==> src/rtl/mul_issue_seq.sv <==
// mul_issue_seq
// Queues 32x32 unsigned multiply requests and issues them one at a time to an
// external multiplier over a level start/finish handshake. Products come back
// with their tags, in acceptance order, through a single-entry output slot.
// Optional feature macro: MUL_ISSUE_TIMEOUT_EN adds a WAIT-state watchdog that
// returns an error result (out_err=1, out_p=0) after TIMEOUT WAIT cycles.
// Without it no counter is built and out_err is tied low.
//
// state  | meaning
// IDLE   | nothing in flight; pops the FIFO head (or takes the input directly when empty)
// ISSUE  | one cycle with mul_start=1, operands presented on mul_a/mul_b
// SETTLE | one cycle guard; mul_finish may still be high from the previous operation
// WAIT   | waiting for mul_finish together with a free output slot
module mul_issue_seq #(
  parameter int DEPTH   = 4,
  parameter int TAG_W   = 4,
  parameter int TIMEOUT = 80
) (
  input  logic             clk,
  input  logic             rst,
  input  logic             in_valid,
  output logic             in_ready,
  input  logic [31:0]      in_a,
  input  logic [31:0]      in_b,
  input  logic [TAG_W-1:0] in_tag,
  output logic             mul_start,
  output logic [31:0]      mul_a,
  output logic [31:0]      mul_b,
  input  logic [63:0]      mul_p,
  input  logic             mul_finish,
  output logic             out_valid,
  input  logic             out_ready,
  output logic [63:0]      out_p,
  output logic [TAG_W-1:0] out_tag,
  output logic             out_err
);

  localparam int PTR_W = $clog2(DEPTH);
  localparam int CNT_W = PTR_W + 1;
  localparam logic [CNT_W-1:0] FULL_CNT = CNT_W'(DEPTH);

  // Elaboration-time parameter sanity checks.
  if ((DEPTH < 2) || ((DEPTH & (DEPTH - 1)) != 0)) begin : g_bad_depth
    $error("mul_issue_seq: DEPTH must be a power of two and at least 2");
  end
  if (TIMEOUT < 1) begin : g_bad_timeout
    $error("mul_issue_seq: TIMEOUT must be at least 1");
  end

  typedef enum logic [1:0] {
    S_IDLE   = 2'd0,
    S_ISSUE  = 2'd1,
    S_SETTLE = 2'd2,
    S_WAIT   = 2'd3
  } state_t;

  state_t state_q, state_d;

  // Operand FIFO storage (data only, no reset needed).
  logic [31:0]      mem_a   [DEPTH];
  logic [31:0]      mem_b   [DEPTH];
  logic [TAG_W-1:0] mem_tag [DEPTH];

  logic [PTR_W-1:0] wr_ptr_q, rd_ptr_q;
  logic [CNT_W-1:0] cnt_q, cnt_d;
  logic             fifo_empty, fifo_full;
  logic             push, pop;

  logic [31:0]      head_a, head_b;
  logic [TAG_W-1:0] head_tag;

  // Operands and tag of the request currently in flight.
  logic [31:0]      a_q, b_q;
  logic [TAG_W-1:0] tag_q;

  logic             slot_free;
  logic             res_load;

  logic             out_valid_q;
  logic [63:0]      out_p_q;
  logic [TAG_W-1:0] out_tag_q;

`ifdef MUL_ISSUE_TIMEOUT_EN
  localparam int TMO_W = $clog2(TIMEOUT + 1);
  // The counter holds the number of WAIT cycles already completed, so the
  // watchdog fires during the TIMEOUT-th WAIT cycle.
  localparam logic [TMO_W-1:0] TMO_LAST = TMO_W'(TIMEOUT - 1);

  logic [TMO_W-1:0] tmo_cnt_q, tmo_cnt_d;
  logic             tmo_hit;
  logic             res_err;
  logic             out_err_q;

  assign tmo_hit = (tmo_cnt_q == TMO_LAST);
`endif

  assign fifo_empty = (cnt_q == '0);
  assign fifo_full  = (cnt_q == FULL_CNT);
  assign in_ready   = !fifo_full;
  assign push       = in_valid && !fifo_full;

  // When the FIFO is empty an arriving request is taken straight from the
  // input so that an idle block issues on the very next cycle.
  assign head_a   = fifo_empty ? in_a   : mem_a[rd_ptr_q];
  assign head_b   = fifo_empty ? in_b   : mem_b[rd_ptr_q];
  assign head_tag = fifo_empty ? in_tag : mem_tag[rd_ptr_q];

  assign slot_free = !out_valid_q || out_ready;

  // FIFO storage write; a bypassed request is also written, keeping the
  // pointers in step because both advance on that edge.
  always_ff @(posedge clk) begin
    if (push) begin
      mem_a[wr_ptr_q]   <= in_a;
      mem_b[wr_ptr_q]   <= in_b;
      mem_tag[wr_ptr_q] <= in_tag;
    end
  end

  // Occupancy next value: simultaneous push and pop leaves it unchanged.
  always_comb begin
    cnt_d = cnt_q;
    case ({push, pop})
      2'b10:   cnt_d = cnt_q + CNT_W'(1);
      2'b01:   cnt_d = cnt_q - CNT_W'(1);
      default: cnt_d = cnt_q;
    endcase
  end

  // FIFO pointers and occupancy.
  always_ff @(posedge clk or negedge rst) begin
    if (!rst) begin
      wr_ptr_q <= '0;
      rd_ptr_q <= '0;
      cnt_q    <= '0;
    end else begin
      if (push) wr_ptr_q <= wr_ptr_q + PTR_W'(1);
      if (pop)  rd_ptr_q <= rd_ptr_q + PTR_W'(1);
      cnt_q <= cnt_d;
    end
  end

  // FSM next state, FIFO pop and result-load decisions.
  always_comb begin
    state_d  = state_q;
    pop      = 1'b0;
    res_load = 1'b0;
`ifdef MUL_ISSUE_TIMEOUT_EN
    res_err   = 1'b0;
    tmo_cnt_d = tmo_cnt_q;
`endif
    case (state_q)
      S_IDLE: begin
        if (!fifo_empty || push) begin
          pop     = 1'b1;
          state_d = S_ISSUE;
        end
      end
      S_ISSUE: begin
        state_d = S_SETTLE;
      end
      S_SETTLE: begin
        state_d = S_WAIT;
`ifdef MUL_ISSUE_TIMEOUT_EN
        tmo_cnt_d = '0;
`endif
      end
      S_WAIT: begin
        if (mul_finish && slot_free) begin
          res_load = 1'b1;
          state_d  = S_IDLE;
        end
`ifdef MUL_ISSUE_TIMEOUT_EN
        else if (tmo_hit && !mul_finish && slot_free) begin
          res_load = 1'b1;
          res_err  = 1'b1;
          state_d  = S_IDLE;
        end else if (!tmo_hit) begin
          tmo_cnt_d = tmo_cnt_q + TMO_W'(1);
        end
`endif
      end
      default: begin
        state_d = S_IDLE;
      end
    endcase
  end

  // FSM state register.
  always_ff @(posedge clk or negedge rst) begin
    if (!rst) begin
      state_q <= S_IDLE;
    end else begin
      state_q <= state_d;
    end
  end

`ifdef MUL_ISSUE_TIMEOUT_EN
  // WAIT watchdog counter; saturates while a timed-out result waits for the slot.
  always_ff @(posedge clk or negedge rst) begin
    if (!rst) begin
      tmo_cnt_q <= '0;
    end else begin
      tmo_cnt_q <= tmo_cnt_d;
    end
  end
`endif

  // Holding registers: captured on pop, stable through ISSUE, SETTLE and WAIT.
  always_ff @(posedge clk or negedge rst) begin
    if (!rst) begin
      a_q   <= '0;
      b_q   <= '0;
      tag_q <= '0;
    end else if (pop) begin
      a_q   <= head_a;
      b_q   <= head_b;
      tag_q <= head_tag;
    end
  end

  assign mul_start = (state_q == S_ISSUE);
  assign mul_a     = a_q;
  assign mul_b     = b_q;

  // Output slot: a new result wins over the drain of the current one.
  always_ff @(posedge clk or negedge rst) begin
    if (!rst) begin
      out_valid_q <= 1'b0;
      out_p_q     <= '0;
      out_tag_q   <= '0;
`ifdef MUL_ISSUE_TIMEOUT_EN
      out_err_q   <= 1'b0;
`endif
    end else if (res_load) begin
      out_valid_q <= 1'b1;
      out_tag_q   <= tag_q;
`ifdef MUL_ISSUE_TIMEOUT_EN
      out_p_q     <= res_err ? '0 : mul_p;
      out_err_q   <= res_err;
`else
      out_p_q     <= mul_p;
`endif
    end else if (out_valid_q && out_ready) begin
      out_valid_q <= 1'b0;
    end
  end

  assign out_valid = out_valid_q;
  assign out_p     = out_p_q;
  assign out_tag   = out_tag_q;
`ifdef MUL_ISSUE_TIMEOUT_EN
  assign out_err   = out_err_q;
`else
  assign out_err   = 1'b0;
`endif

endmodule
==> config.mk <==
export PLATFORM = sky130hd
export DESIGN_NAME = mul_issue_seq
export DESIGN_NICKNAME = d
export VERILOG_FILES = /design/src/rtl/mul_issue_seq.sv
export SDC_FILE = /design/constraint.sdc
export NUM_CORES = 1
export LEC_CHECK = 0
export BUFFER_PORTS_ARGS = -buffer_cell sky130_fd_sc_hd__buf_2
export CAP_MARGIN = 20
export CORE_UTILIZATION = 25
export DETAILED_ROUTE_END_ITERATION = 16
export PLACE_DENSITY = 0.53
export RECOVER_POWER = 25
export REMOVE_ABC_BUFFERS = 1
export SYNTH_ARGS = -nofsm -noshare
export SYNTH_HDL_FRONTEND = slang
export SYNTH_SLANG_ARGS = --single-unit
==> constraint.sdc <==
create_clock -name clk -period 9.1 [get_ports clk]
set_input_delay 0.455 -clock clk [delete_from_list [all_inputs] [get_ports clk]]
set_output_delay 0.455 -clock clk [all_outputs]
set_load 0.02 [all_outputs]
; Word-level counts from Yosys, hierarchy flattened
; Memories as Yosys holds them, arrays and structs flattened.
; Index checks and enable logic that the tools add are counted.
[op_classes]
add_sub_neg = 4
n_eq_ne = 8
muxes = 15
n_reduce_logical = 13
[op_table]
columns = op, n
row1 = 32-bit 2-to-1 mux, 2
row2 = 1-bit 2-to-1 mux, 8
row3 = 2-bit one-hot mux with 4 select lines, 1
row4 = 2-bit equality test (second input constant), 3
row5 = 3-bit one-hot mux with 2 select lines, 1
row6 = 2-bit by 1-bit adder with 2-bit output (second input constant), 2
row7 = 2-bit by 1-bit equality test with 1-bit output (second input constant), 2
row8 = 2-bit 2-to-1 mux, 2
row9 = 4-bit 2-to-1 mux, 1
row10 = 2-bit != test (second input constant), 2
row11 = 2-bit nonzero test, 2
row12 = 3-bit by 1-bit adder with 3-bit output (second input constant), 1
row13 = 3-bit equality test (second input constant), 1
row14 = 1-bit logical AND, 3
row15 = 1-bit zero test, 3
row16 = 3-bit zero test, 1
row17 = 3-bit by 1-bit subtractor with 3-bit output (second input constant), 1
row18 = 2-bit zero test, 1
row19 = 1-bit logical OR, 2
row20 = 2-bit AND reduction, 1
[totals]
regBits = 146
ramBits = 272
input_bits = 137
out_inout_bits = 136
n_memories = 3
[mem_list]
columns = memory, words, width, rd, rd_ports_with_merged_regs, wr, line
row1 = mem_a, 4, 32, 1, 0, 1, 60  ; logic [31:0] mem_a [DEPTH];
row2 = mem_b, 4, 32, 1, 0, 1, 61  ; logic [31:0] mem_b [DEPTH];
row3 = mem_tag, 4, 4, 1, 0, 1, 62  ; logic [TAG_W-1:0] mem_tag [DEPTH];

; Depth between registers and ports, before layout
[logic_depth]
depth_word = 8
ltp_mapped = 11

; Least setup slack after synthesis
; Ideal clock, no wire load.
[synth_timing]
kind = register to register
startpoint = register cnt_q[0]
endpoint = memory mem_a[0][0], enable pin
setup_time_ps = 433
arrival_ps = 2524
t_required_ps = 8667
slack_ps = 6142
stages_incl_launch_ff = 4
path_buffers = 0
period_less_slack_ps = 2958
cell_sequence = dfrtp_1 -> nor2_1 -> a21oi_1 -> and2_1
[synth_between]
elab_chain_len = 5
[synth_rtl]
columns = element, line
row1 = start: declaration, 65  ; logic [CNT_W-1:0] cnt_q, cnt_d;
row2 = start signal: assignment, 139  ; cnt_q <= cnt_d;
row3 = 3-bit equality test, 98  ; assign fifo_full = (cnt_q == FULL_CNT);
row4 = 1-bit zero test, 100  ; assign push = in_valid && !fifo_full;
row5 = 1-bit logical AND, 100
row6 = 1-bit 2-to-1 mux, 113  ; if (push) begin
row7 = 1-bit 2-to-1 mux (implied by the code), 114  ; mem_a[wr_ptr_q] <= in_a;
row8 = end: declaration, 60
; Every way passes these cells.

; Worst setup path after layout
[layout_timing]
startpoint = register state_q[0]
endpoint = register rd_ptr_q[1]
[layout_between]
elab_chain_len = 2
[layout_rtl]
columns = element, line
row1 = start: declaration, 57  ; state_t state_q, state_d;
row2 = start signal: assignment, 194  ; state_q <= state_d;
row3 = 2-bit zero test, 152  ; case (state_q)
row4 = 1-bit 2-to-1 mux, 152
row5 = end signal: assignment, 138  ; if (pop) rd_ptr_q <= rd_ptr_q + PTR_W'(1);
row6 = end: declaration, 64  ; logic [PTR_W-1:0] wr_ptr_q, rd_ptr_q;
; Every way passes these cells.
; A chain may end at the register's enable or synchronous reset.

==> metrics.txt <==
via/cell ratio 4.23; most frequent CP cell buf_4; Comb power frac 0.328; largest net degree at the start of global routing 83; Min-Delay Endpoint out_p[61]$_DFFE_PN0P_; CP max-delay cell buf_4; Nets 1355; PwrDens 365 nW/um2; sw power 2470 uW; Core Area 63200 um2; Final setup viols 0; Rel. slew slack 0.298; Sw Ratio 0.343; I/O Buffers 271; first-pass GRT wire length 59400 um; critical-path maximum fanout 82; Synth Flop Type edfxtp_1; Synth top area share 0.509; internal power 4740 uW; Worst Path Buf+Inv 3; Placer Congestion 0.772; clock share of power 0.265; DRT iter0 DRCs 418; final worst path period need 2.76 ns; CTS tree yes; I/O Pins 273; Synth cell types 31; final instance area 19700 um2; Worst Hold Depth 2; H-tree level count 2; sequential power share 0.407; mean post-synth cell area 17.3 um2; Final Slew Violations 0; vias 8842; Die W 255 um; yosys warns 0; Crit Path Class flop to flop; maximum VDD drop 0.165 mV; Worst Setup Start Kind flop; layout cell share with drive strength beyond 1 0.340; highest clock rate 362 MHz; status finished clean; clock buffer depth 3; top cells by area, synth edfxtp_1 (51%), dfrtp_1 (23%), mux4_2 (9.5%); DRC 0; Layout area overhead 23.0%; Final ANT Viol Nets 0; largest area contributor in the netlist edfxtp_1; initial antenna violation count 3; Worst Tran Pin Value 1.05 ns; CTS root buf clkbuf_16; Hold/Removal Path Class input pin to flop; R2R Path End rd_ptr_q[1]$_DFFE_PN0P_; R2R cell count 7; # rows 92; CP max stage delay 0.84 ns; FF+latch count, synth 418; Initial Util 0.254; CTS Buf Count 48; gr usage total 0.119; worst r2r src state_q[0]$_DFFE_PN0P_; cell family with most CP delay buffers and inverters; HP Start mul_p[61]; Leak 0.00731 uW; Skew-Pair Late Insertion Delay 0.57 ns; Fin Hold WS 0.102 ns; Cells after Synth 928; clock sink count 418; dpl cell area 18200 um2; sequential-to-total area share from yosys stat 0.737; GRT Residual Overflow 0; post_cts resized 0; Cell Chain, Critical Path inv_1 -> ha_1 -> a21boi_4 -> buf_4 -> buf_4 -> nand2_1 -> xnor2_1; Total Routed Length 38500 um; skew final 0.0199 ns; fin crit share 0.304; die height 255 um; die footprint 65200 um2; Avg WL per Cell 18.4 um; Reg clk slew, reported paths 0.06 ns; CP arrival 3.18 ns; number of synthesized flops with an enable pin 272; vias in the first global route 9399; final hold violation count 0; Crit. End Element flop; Setup TNS 0 ns; DRT Pass-1 Iters 4; share of flip-flops with an asynchronous set or reset 0.349; diode count 0; Netlist Area Pre-Place 16000 um2; dpl hpwl 22500 um; CP required 9.51 ns; MaxCap Viol Count 0; RSZ-0062 raised after global routing no; reg2reg setup slack 6.34 ns
-- worst max-delay path by stage --
stage | slack, ns | cells past startpoint | from | to
final | 6.34 | 7 | state_q[0]$_DFFE_PN0P_ | rd_ptr_q[1]$_DFFE_PN0P_
after global routing | 6.03 | 7 | state_q[0]$_DFFE_PN0P_ | rd_ptr_q[1]$_DFFE_PN0P_
after CTS | 6.24 | 4 | cnt_q[0]$_DFFE_PN0P_ | mem_a[0][3]$_DFFE_PP_
after detailed placement | 6.21 | 5 | in_valid | mem_b[0][25]$_DFFE_PP_
after global placement | 6.23 | 7 | state_q[0]$_DFFE_PN0P_ | rd_ptr_q[1]$_DFFE_PN0P_
after floorplan | 4.28 | 8 | cnt_q[0]$_DFFE_PN0P_ | cnt_q[2]$_DFFE_PN0P_
-- synthesized netlist by cell type, types with 10 or more instances --
master	count
buf_4	11
a31oi_1	69
buf_6	11
mux2_1	10
mux2_2	59
mux4_2	68
edfxtp_1	272
dfrtp_1	146
nor2_1	70
buf_2	20
nand2_1	140
-- per-layer routing --
metal,part of all wire,global-route usage,routed length (um)
met5,0.0010,0,39
met4,0.023,0.0355,870
met3,0.066,0.0342,2530
met2,0.48,0.194,18300
met1,0.43,0.153,16700
-- worst reg2reg max path: cells and delay by family (launching register included) --
family	cells	cell delay (ns)
buffers and inverters	3	1.52
AND/OR/NAND/NOR	1	0.17
AO/OA/AOI/OAI	1	0.17
adder cells (fa/ha/maj)	1	0.20
flip-flops	1	0.42
XOR/XNOR	1	0.16
-- repair_timing --
item	CTS	global route
buffers inserted	0	0
endpoints found under the setup margin	0	0
hold buffers	1	0
hold endpoints to repair	36	0
-- power by group through the flow --
stage	sequential [uW]	combinational (uW)	clock, uW
after global placement	2970	2410	0
after floorplan	3360	1220	0
after CTS	2950	2440	1980
after global routing	3020	2600	2050
final	2930	2370	1910
after detailed placement	2990	2440	0
-- through the flow --
step | util | setup WS, ns | cells | total power (uW)
CTS | 0.313 | 6.24 | 2092 | 7380
global route | 0.312 | 6.03 | 2092 | 7660
finish | 0.312 | 6.34 | 2092 | 7210
detailed placement | 0.289 | 6.21 | 2003 | 5430
floorplan | - | 4.28 | 874 | 4580
global placement | 0.289 | 6.23 | 2003 | 5370
-- cell families (layout without fill, tap and decap cells) --
logic type | count (synthesis) | after routing | share of synthesized area
AOI/OAI and AO/OA | 74 | 74 | 0.0293
xor gates and xnor gates | 6 | 6 | 0.00328
other | 1 | 1 | 0.000234
DFF | 418 | 418 | 0.737
adders and majority gates | 10 | 10 | 0.00827
and+or+nand+nor | 218 | 218 | 0.0531
buffers and inverters | 63 | 381 | 0.0245
muxes | 138 | 138 | 0.145
-- cell usage in the layout (no fill, tap or decap), types with 2 or more instances in the layout --
master / n
xor2_1: 3
buf_2: 206
dfrtp_1: 144
buf_4: 12
edfxtp_1: 272
clkinv_1: 3
nand2_1: 140
clkbuf_1: 81
clkbuf_8: 3
inv_1: 9
a31oi_1: 69
dfrtp_4: 2
mux2_1: 10
mux2_2: 59
and2_4: 4
xnor2_1: 3
ha_1: 9
nor2_1: 70
mux4_2: 68
clkinv_2: 7
bufinv_16: 4
clkinv_4: 2
clkbuf_16: 50
-- state kept, by name, indices dropped and copies added, names as in the netlist --
register	cells
mem_a	128
out_valid	1
wr_ptr_q	2
tag_q	4
out_tag	4
mul_b	32
mem_b	128
rd_ptr_q	2
mul_a	32
out_p	64
cnt_q	3
state_q	2
mem_tag	16
-- area by class of cell --
type / count / area (um2)
multi-input combinational: 447 / 3860
clock inverter: 18 / 209
sequential: 418 / 11800
inverter: 9 / 33.8
timing repair buffer: 284 / 1380
tap: 846 / 1060
clock buffer: 70 / 1360
fill: 6286 / 43500
(Power assumes the default switching activity.)
